$ cat src/rtl/tick_pkg.sv
// Shared definitions for the programmable tick divider bank.
// Mode encodings and a width helper used to size the channel-select port.
package tick_pkg;

  typedef enum logic [1:0] {
    MODE_PERIODIC = 2'd0,
    MODE_SQUARE   = 2'd1,
    MODE_ONESHOT  = 2'd2,
    MODE_OFF      = 2'd3
  } tick_mode_e;

  // Index width for n items, never less than one bit so a single-channel bank still has a port.
  function automatic int clog2_min1(input int unsigned n);
    int r;
    r = 0;
    while ((32'd1 << r) < n) r++;
    return (r < 1) ? 1 : r;
  endfunction

endpackage

$ cat src/rtl/tick_channel.sv
// One programmable clock-enable generator: up-counter with terminal-count compare,
// registered tick, square-wave level and one-shot arming.
module tick_channel
  import tick_pkg::*;
#(
  parameter int unsigned      CNT_W     = 32,
  parameter logic [CNT_W-1:0] RESET_DIV = '0
) (
  input  logic             clk_100mhz,
  input  logic             rst_n,
  input  logic             load,
  input  logic             restart,
  input  logic [CNT_W-1:0] new_div,
  input  logic [1:0]       new_mode,
  output logic             tick,
  output logic             level,
  output logic             armed
);

  logic [CNT_W-1:0] div;
  logic [CNT_W-1:0] cnt;
  logic [CNT_W-1:0] div_m1;
  tick_mode_e       mode;
  logic             active;
  logic             tc;

  // div == 0 is excluded by active, so the wrapped value of div_m1 is never used.
  assign div_m1 = div - CNT_W'(1);

  always_comb begin
    active = 1'b0;
    if (div != '0) begin
      case (mode)
        MODE_PERIODIC, MODE_SQUARE: active = 1'b1;
        MODE_ONESHOT:               active = armed;
        default:                    active = 1'b0;
      endcase
    end
  end

  assign tc = active && (cnt == div_m1);

  always_ff @(posedge clk_100mhz or negedge rst_n) begin
    if (!rst_n) begin
      div   <= RESET_DIV;
      mode  <= MODE_PERIODIC;
      cnt   <= '0;
      tick  <= 1'b0;
      level <= 1'b0;
      armed <= 1'b0;
    end else if (load || restart) begin
      // A write or restart overrides a coincident terminal count.
      if (load) begin
        div   <= new_div;
        mode  <= tick_mode_e'(new_mode);
        armed <= (new_mode == MODE_ONESHOT) && (new_div != '0);
      end else begin
        armed <= (mode == MODE_ONESHOT) && (div != '0);
      end
      cnt   <= '0;
      tick  <= 1'b0;
      level <= 1'b0;
    end else if (tc) begin
      tick <= 1'b1;
      cnt  <= '0;
      if (mode == MODE_SQUARE)  level <= ~level;
      if (mode == MODE_ONESHOT) armed <= 1'b0;
    end else begin
      tick <= 1'b0;
      cnt  <= active ? cnt + CNT_W'(1) : '0;
    end
  end

endmodule

$ cat src/rtl/tick_divider_bank.sv
// Bank of NUM_CH independent tick generators sharing one config write port
// and a common restart that phase-aligns every channel.
module tick_divider_bank
  import tick_pkg::*;
#(
  parameter int unsigned      CLK_FREQ  = 100_000_000,
  parameter int unsigned      NUM_CH    = 4,
  parameter int unsigned      CNT_W     = 32,
  parameter logic [CNT_W-1:0] RESET_DIV = CNT_W'(CLK_FREQ / 500),
  localparam int              CH_W      = clog2_min1(NUM_CH)
) (
  input  logic              clk_100mhz,
  input  logic              rst_n,
  input  logic              cfg_wr,
  input  logic [CH_W-1:0]   cfg_ch,
  input  logic [CNT_W-1:0]  cfg_div,
  input  logic [1:0]        cfg_mode,
  input  logic              sync_restart,
  output logic [NUM_CH-1:0] tick,
  output logic [NUM_CH-1:0] level,
  output logic [NUM_CH-1:0] armed
);

  logic [NUM_CH-1:0] load;

  // Indices at or beyond NUM_CH match no channel, so such writes are dropped.
  for (genvar i = 0; i < NUM_CH; i++) begin : g_ch
    assign load[i] = cfg_wr && (cfg_ch == CH_W'(i));

    tick_channel #(
      .CNT_W    (CNT_W),
      .RESET_DIV(RESET_DIV)
    ) u_ch (
      .clk_100mhz(clk_100mhz),
      .rst_n     (rst_n),
      .load      (load[i]),
      .restart   (sync_restart),
      .new_div   (cfg_div),
      .new_mode  (cfg_mode),
      .tick      (tick[i]),
      .level     (level[i]),
      .armed     (armed[i])
    );
  end

endmodule

$ cat config.mk
export PLATFORM = sky130hd
export DESIGN_NAME = tick_divider_bank
export DESIGN_NICKNAME = d
export VERILOG_FILES = /design/src/rtl/tick_pkg.sv /design/src/rtl/tick_channel.sv /design/src/rtl/tick_divider_bank.sv
export SDC_FILE = /design/constraint.sdc
export NUM_CORES = 1
export LEC_CHECK = 0
export ABC_CLOCK_PERIOD_IN_PS = 10030
export CORE_MARGIN = 2
export CORE_UTILIZATION = 30
export CTS_BUF_LIST = sky130_fd_sc_hd__clkbuf_8
export DETAILED_ROUTE_END_ITERATION = 6
export PLACE_DENSITY_LB_ADDON = 0.3
export SLEW_MARGIN = 20
export SYNTH_ARGS = -nofsm -noshare
export SYNTH_HDL_FRONTEND = slang
export SYNTH_SLANG_ARGS = --single-unit
$ cat constraint.sdc
create_clock -name clk_100mhz -period 10.03 [get_ports clk_100mhz]
set_clock_uncertainty 0.1 [all_clocks]
set_input_delay 2.006 -clock clk_100mhz [delete_from_list [all_inputs] [get_ports clk_100mhz]]
set_output_delay 2.006 -clock clk_100mhz [all_outputs]
set_load 0.02 [all_outputs]
# Yosys cells after proc, flatten, opt, wreduce, memory -nomap -nowiden
# Cells that the tools add are included.
[totals]
regBits = 276
input_bits = 40
output_inout_bits = 12
[op_classes]
add_sub_neg = 8
eq_ne = 16
n_mux = 56
bitwise_logic = 4
n_reduce_logical = 55
[ops]
columns = ["operator", "count"]
rows = [
  ["$mux W32", 12],
  ["$reduce_bool A32 Y1", 5],
  ["$add A32 B1 Y32 const B", 4],
  ["$eq A32 B32 Y1", 4],
  ["$sub A32 B1 Y32 const B", 4],
  ["$mux W1", 40],
  ["$reduce_and A2 Y1", 12],
  ["$reduce_bool A2 Y1", 12],
  ["$eq A2 B2 Y1 const B", 7],
  ["$logic_and A1 B1 Y1", 13],
  ["$eq A2 B1 Y1 const B", 5],
  ["$logic_not A2 Y1", 5],
  ["$pmux W1 S2", 4],
  ["$reduce_or A2 Y1", 4],
  ["$logic_or A1 B1 Y1", 4],
  ["$not A1 Y1", 4],
]

# Depth between registers and ports, before layout
[logic_depth]
ltp_word = 7
mapped_depth = 13
ltp_nobuf = 10

# Modules after synthesis
# Synthesis repeated with hierarchy kept, for this count alone.
[unflattened]
cells_unflattened = 1954
hier_area_um2 = 18127.4
[by_module_without_submodules]
columns = ["mod", "n_inst", "cells_per_inst", "area_each_um2", "seq_area_each_um2"]
rows = [
  ["tick_channel (g_ch[0].u_ch ...)", 2, 508, 4689.5, 1734.2],
  ["tick_channel (g_ch[2].u_ch ...)", 2, 467, 4355.4, 1734.2],
  ["tick_divider_bank", 1, 4, 37.5, 0.0],
]

# Worst setup path after synthesis
# OpenSTA, ideal clock, no wires.
[synth_timing]
path_type = "input to register"
startpoint = "input cfg_ch[1]"
endpoint = "register g_ch[0].u_ch.div[18]"
arrival_ns = 3.379
required_ns = 9.805
path_slack_ns = 6.426
stages = 4
n_path_buf = 2
cell_sequence = "nor3b_1 clkbuf_1 clkbuf_1 mux2_2"
[synth_between]
elab_chain_cells = 4
[synth_lines]
columns = ["item", "line", "source"]
rows = [
  ["start: declaration", "tick_divider_bank.sv:15", "input logic [CH_W-1:0] cfg_ch,"],
  ["$logic_not A2 Y1 (*)", "tick_divider_bank.sv:28", "assign load[i] = cfg_wr && (cfg_ch == CH_W'(i));"],
  ["$logic_and A1 B1 Y1 (*)", "tick_divider_bank.sv:28", ""],
  ["$logic_or A1 B1 Y1", "tick_channel.sv:51", "end else if (load || restart) begin"],
  ["$reduce_and A2 Y1 (no source line) (*)", "--", ""],
  ["end signal: assignment", "tick_channel.sv:54", "div <= new_div;"],
  ["end: declaration", "tick_channel.sv:20", "logic [CNT_W-1:0] div;"],
]
# Mark *: on every way between the ends. The rest lies on a longest branch, timed or not.
# A chain may end at the register's enable or synchronous reset.

# Worst setup path after layout
[layout_timing]
startpoint = "input cfg_div[21]"
endpoint = "register g_ch[2].u_ch.armed"
[layout_between]
elab_chain_cells = 4
[layout_lines]
columns = ["item", "line", "source"]
rows = [
  ["start: declaration", "tick_divider_bank.sv:16", "input logic [CNT_W-1:0] cfg_div,"],
  ["$reduce_bool A32 Y1", "tick_channel.sv:56", "armed <= (new_mode == MODE_ONESHOT) && (new_div != '0);"],
  ["$logic_and A1 B1 Y1", "tick_channel.sv:56", ""],
  ["$mux W1", "tick_channel.sv:53", "if (load) begin"],
  ["$mux W1", "tick_channel.sv:51", ""],
  ["end signal: assignment", "tick_channel.sv:56", ""],
  ["end signal: assignment", "tick_channel.sv:58", "armed <= (mode == MODE_ONESHOT) && (div != '0);"],
  ["end: declaration", "tick_channel.sv:17", "output logic armed"],
]
# Every way passes these cells.

==> run summary <==
Yosys mapped a number of flops with a built-in enable equal to 0. The proportion of synthesized flip-flops having asynchronous set or reset is 100%. After routing the design area is 19700 um2. The area inside the core boundary is 57700 um2. The full die area is 60300 um2. The mean post-synth cell area is 9.75 um2. For this design, the CTS-stage hold fixing added 0 buffers.

The fmax came out at 223 MHz. The sequential cell area fraction in the yosys report is 39.6%. The number of nets produced by synthesis came out at 1848. The maximum level of the CTS H-tree is 2. Clock tree synthesis inserted a total of 50 buffers. Adding up every negative setup slack in the final design gives 0 ns. Once detail routing completed, the nets flagged for antenna violations numbered 0.

The sequential cell area is 6940 um2. For this run, design rule violations remaining after detail routing come to 0. The largest delay contributor family on the critical path is simple AND/OR/NAND/NOR gates. The area growth from synthesis to layout is 12.4%. Traced cell by cell, the critical path runs through clkdlybuf4s50_1 -> nor4_1 -> nand4_1 -> o21ai_0 -> nor2_1 -> a41oi_1 -> nand2_1 -> nor3_1 -> nor3_1. The largest single stage delay on the critical path is 0.84 ns. The placed wire-length estimate is 38900 um. The number of global-route vias before repair is 13900. The top cell type's share of synthesized area came out at 36.0%.

The post-synthesis cell area came out at 17500 um2. The number of gates given a new drive strength after cts came out at 0. The first global-routing pass estimated 82100 um of wire. The initial cell density of the core is 30.4%. The number of I/O port buffers came out at 51. STA classifies the critical path startpoint as an input port. The total iterations of the first detailed-routing run is 5.

Ranked by total cell area, the synthesized netlist is headed by sky130_fd_sc_hd__dfrtp_1 36%, sky130_fd_sc_hd__mux2_2 8.6%, sky130_fd_sc_hd__xnor2_1 7.4%. The total number of vias came out at 14100. The largest vdd supply drop is 92.3 uV. Pin placement for this block handled 52 I/O pins. The total congestion overflow came out at 0.

The number of nets at the end of the flow is 1872. The routability congestion estimate from global placement is 0.887. The leakage component of the power is 7.42 nW. Entering global routing, the biggest net connects 99 pins. Setup repair after global routing left no endpoint under its margin. The total of endpoints with negative setup slack in the final report is 0. The maximum fanout count along the critical path came out at 5. The final-layout fill cell count came out at 5982.

The total placed instance area is 18600 um2. The sum of routed wire length over all layers is 52500 um. The transition at the pin with the smallest max-transition slack came out at 1.01 ns. Counting stages on the worst path, the most repeated cell is sky130_fd_sc_hd__nor3_1. The average wire per cell in the routed design came out at 20.0 um.

The share of layout cells above drive strength 1 came out at 16.8%. In the finished design, the share of the clock period the worst path needs comes to 44.8%. STA classifies the critical path endpoint as a flip-flop. The run finished with clean final reports. The final max-slew violation count came out at 0. The number of buffers inserted by post-CTS setup repair came out at 0.

The number of max-cap violations came out at 0. In this run the tightest slew margin relative to its limit is 31.7%. The number of hold violations in the final report came out at 0. The largest area contributor in the netlist is sky130_fd_sc_hd__dfrtp_1.

The initial antenna violation count is 5. The post-synthesis instance total came out at 1796. For this block, the initial DRC count from the detailed router was 967. The number of clock sinks came out at 276. The tree is rooted in a sky130_fd_sc_hd__clkbuf_8. STA puts the critical path data required time at 10.46 ns. TritonCTS built the clock tree. Summing all multi-input logic gate instances after layout gives 9930 um2. The row count is 88.

After synthesis the netlist holds a flip-flop and latch count of 276. The number of warnings reported in the yosys synthesis log came out at 0. The setup path with the least slack is of type input port to flip-flop.

The sum of buffers and inverters on the critical path is 1. In this run, distinct cell masters in the synthesized netlist total 86. STA puts the critical path data arrival time at 4.92 ns. The clock latency at the later pin of the worst-skew pair came out at 0.65 ns. The tightest min-delay check is of the flip-flop to flip-flop type.

The final critical-path required period is 4.49 ns. The die is 246 um tall. Among all stages on the critical path, the largest delay is contributed by sky130_fd_sc_hd__o21ai_0.

The clock transition at the registers of the reported paths came out at 0.07 ns. After synthesis, the most frequently instantiated cells are 252 x sky130_fd_sc_hd__dfrtp_1, 148 x sky130_fd_sc_hd__xnor2_1, 133 x sky130_fd_sc_hd__mux2_2. Using the TritonRoute via totals, the vias-per-cell ratio works out to 5.38.

The prevailing post-synth register cell is sky130_fd_sc_hd__dfrtp_1. The clock passes through at most 3 buffers. The floorplan die width came out at 246 um. sky130_fd_sc_hd__dfrtp_1 is the most common cell in the netlist. The power per unit of standard cell area came out at 166 nW/um2.

Global routing used 17.5% of the available tracks across all layers.
==> placed cells by master, fill, tap and decap left out, types with 18 or more instances in the layout <==
cell type	netlist	final
sky130_fd_sc_hd__o21ai_0	23	23
sky130_fd_sc_hd__buf_4	15	21
sky130_fd_sc_hd__clkbuf_8	0	68
sky130_fd_sc_hd__or3_1	18	18
sky130_fd_sc_hd__nor3_2	29	28
sky130_fd_sc_hd__mux2_2	133	133
sky130_fd_sc_hd__dfstp_2	24	24
sky130_fd_sc_hd__and3_1	36	36
sky130_fd_sc_hd__nand2_1	102	102
sky130_fd_sc_hd__dfrtp_1	252	252
sky130_fd_sc_hd__nor3_1	98	98
sky130_fd_sc_hd__nand4_1	51	51
sky130_fd_sc_hd__or4_1	31	31
sky130_fd_sc_hd__nor2_1	131	131
sky130_fd_sc_hd__nor2b_1	19	19
sky130_fd_sc_hd__a21oi_1	20	20
sky130_fd_sc_hd__clkdlybuf4s50_1	0	50
sky130_fd_sc_hd__nand2b_1	21	21
sky130_fd_sc_hd__nand3_1	74	73
sky130_fd_sc_hd__xnor2_1	148	148
sky130_fd_sc_hd__inv_1	33	54
sky130_fd_sc_hd__xor2_1	126	126
sky130_fd_sc_hd__nor4_1	92	92
==> final cells by class <==
class / instances / area share (%)
Antenna cell: 2 / 0.0254
Clock buffer: 68 / 4.75
Clock inverter: 26 / 0.667
Inverter: 33 / 0.629
Multi-Input combinational cell: 1387 / 50.4
Sequential cell: 276 / 35.2
Tap cell: 765 / 4.86
Timing Repair Buffer: 72 / 3.42
==> metrics by stage <==
stage	worst slack [ns]	power, W	std cells	util (%)	hold slack, ns
after global placement	4.92	0.00213	2533	32.3	0.421
after detailed placement	4.93	0.00214	2533	32.3	0.431
final	5.54	0.00326	2629	34.1	0.440
after global routing	5.43	0.00342	2628	34.1	0.468
after floorplan	6.43	0.00187	1796	-	0.377
after CTS	5.49	0.00329	2627	34.1	0.440
==> flip-flops by register name (all words and copies together) (netlist names) <==
signal           count
g_ch.u_ch.mode       8
g_ch.u_ch.level      4
g_ch.u_ch.tick       4
g_ch.u_ch.armed      4
g_ch.u_ch.div      128
g_ch.u_ch.cnt      128
==> metal layers <==
layer	global-route usage [%]	part of all wire [%]
met1	22.7	44
met2	28.2	46
met3	3.61	5.6
met4	7.34	4.0
met5	0	0.074
==> final timing paths <==
| check | slack, ns | end | start | cells past startpoint |
|---|---|---|---|---|
| setup / recovery | 5.54 | g_ch[2].u_ch.armed | cfg_div[21] | 9 |
| hold / removal | 0.44 | g_ch[1].u_ch.cnt[0] | g_ch[1].u_ch.cnt[0] | 1 |
| setup reg to reg | 5.77 | g_ch[3].u_ch.cnt[10] | g_ch[3].u_ch.div[2] | 8 |
| hold reg to reg | 0.44 | g_ch[1].u_ch.cnt[0] | g_ch[1].u_ch.cnt[0] | 1 |
| max in group asynchronous | 7.17 | g_ch[2].u_ch.div[22] | rst_n | 2 |
| min in group asynchronous | 1.26 | g_ch[0].u_ch.div[30] | rst_n | 1 |
==> report_power, final <==
part	internal (W)	total [W]	switching, W
registers	0.00124	0.00148	0.000239
logic	0.000300	0.000653	0.000354
clock network	0.000626	0.00113	0.000501
total	0.00216	0.00326	0.00109
==> cells by family (layout without fill, tap and decap cells) <==
kind of cell | Yosys count | after routing | share of synthesized area, %
simple gates | 791 | 791 | 25.7
mux | 152 | 152 | 9.66
buf+inv | 133 | 199 | 3.83
compound gates | 158 | 158 | 6.65
fa+ha+maj | 12 | 12 | 0.857
xor+xnor | 274 | 274 | 13.7
flops | 276 | 276 | 39.6
other cells | 0 | 2 | 0
(Power assumes the default switching activity.)
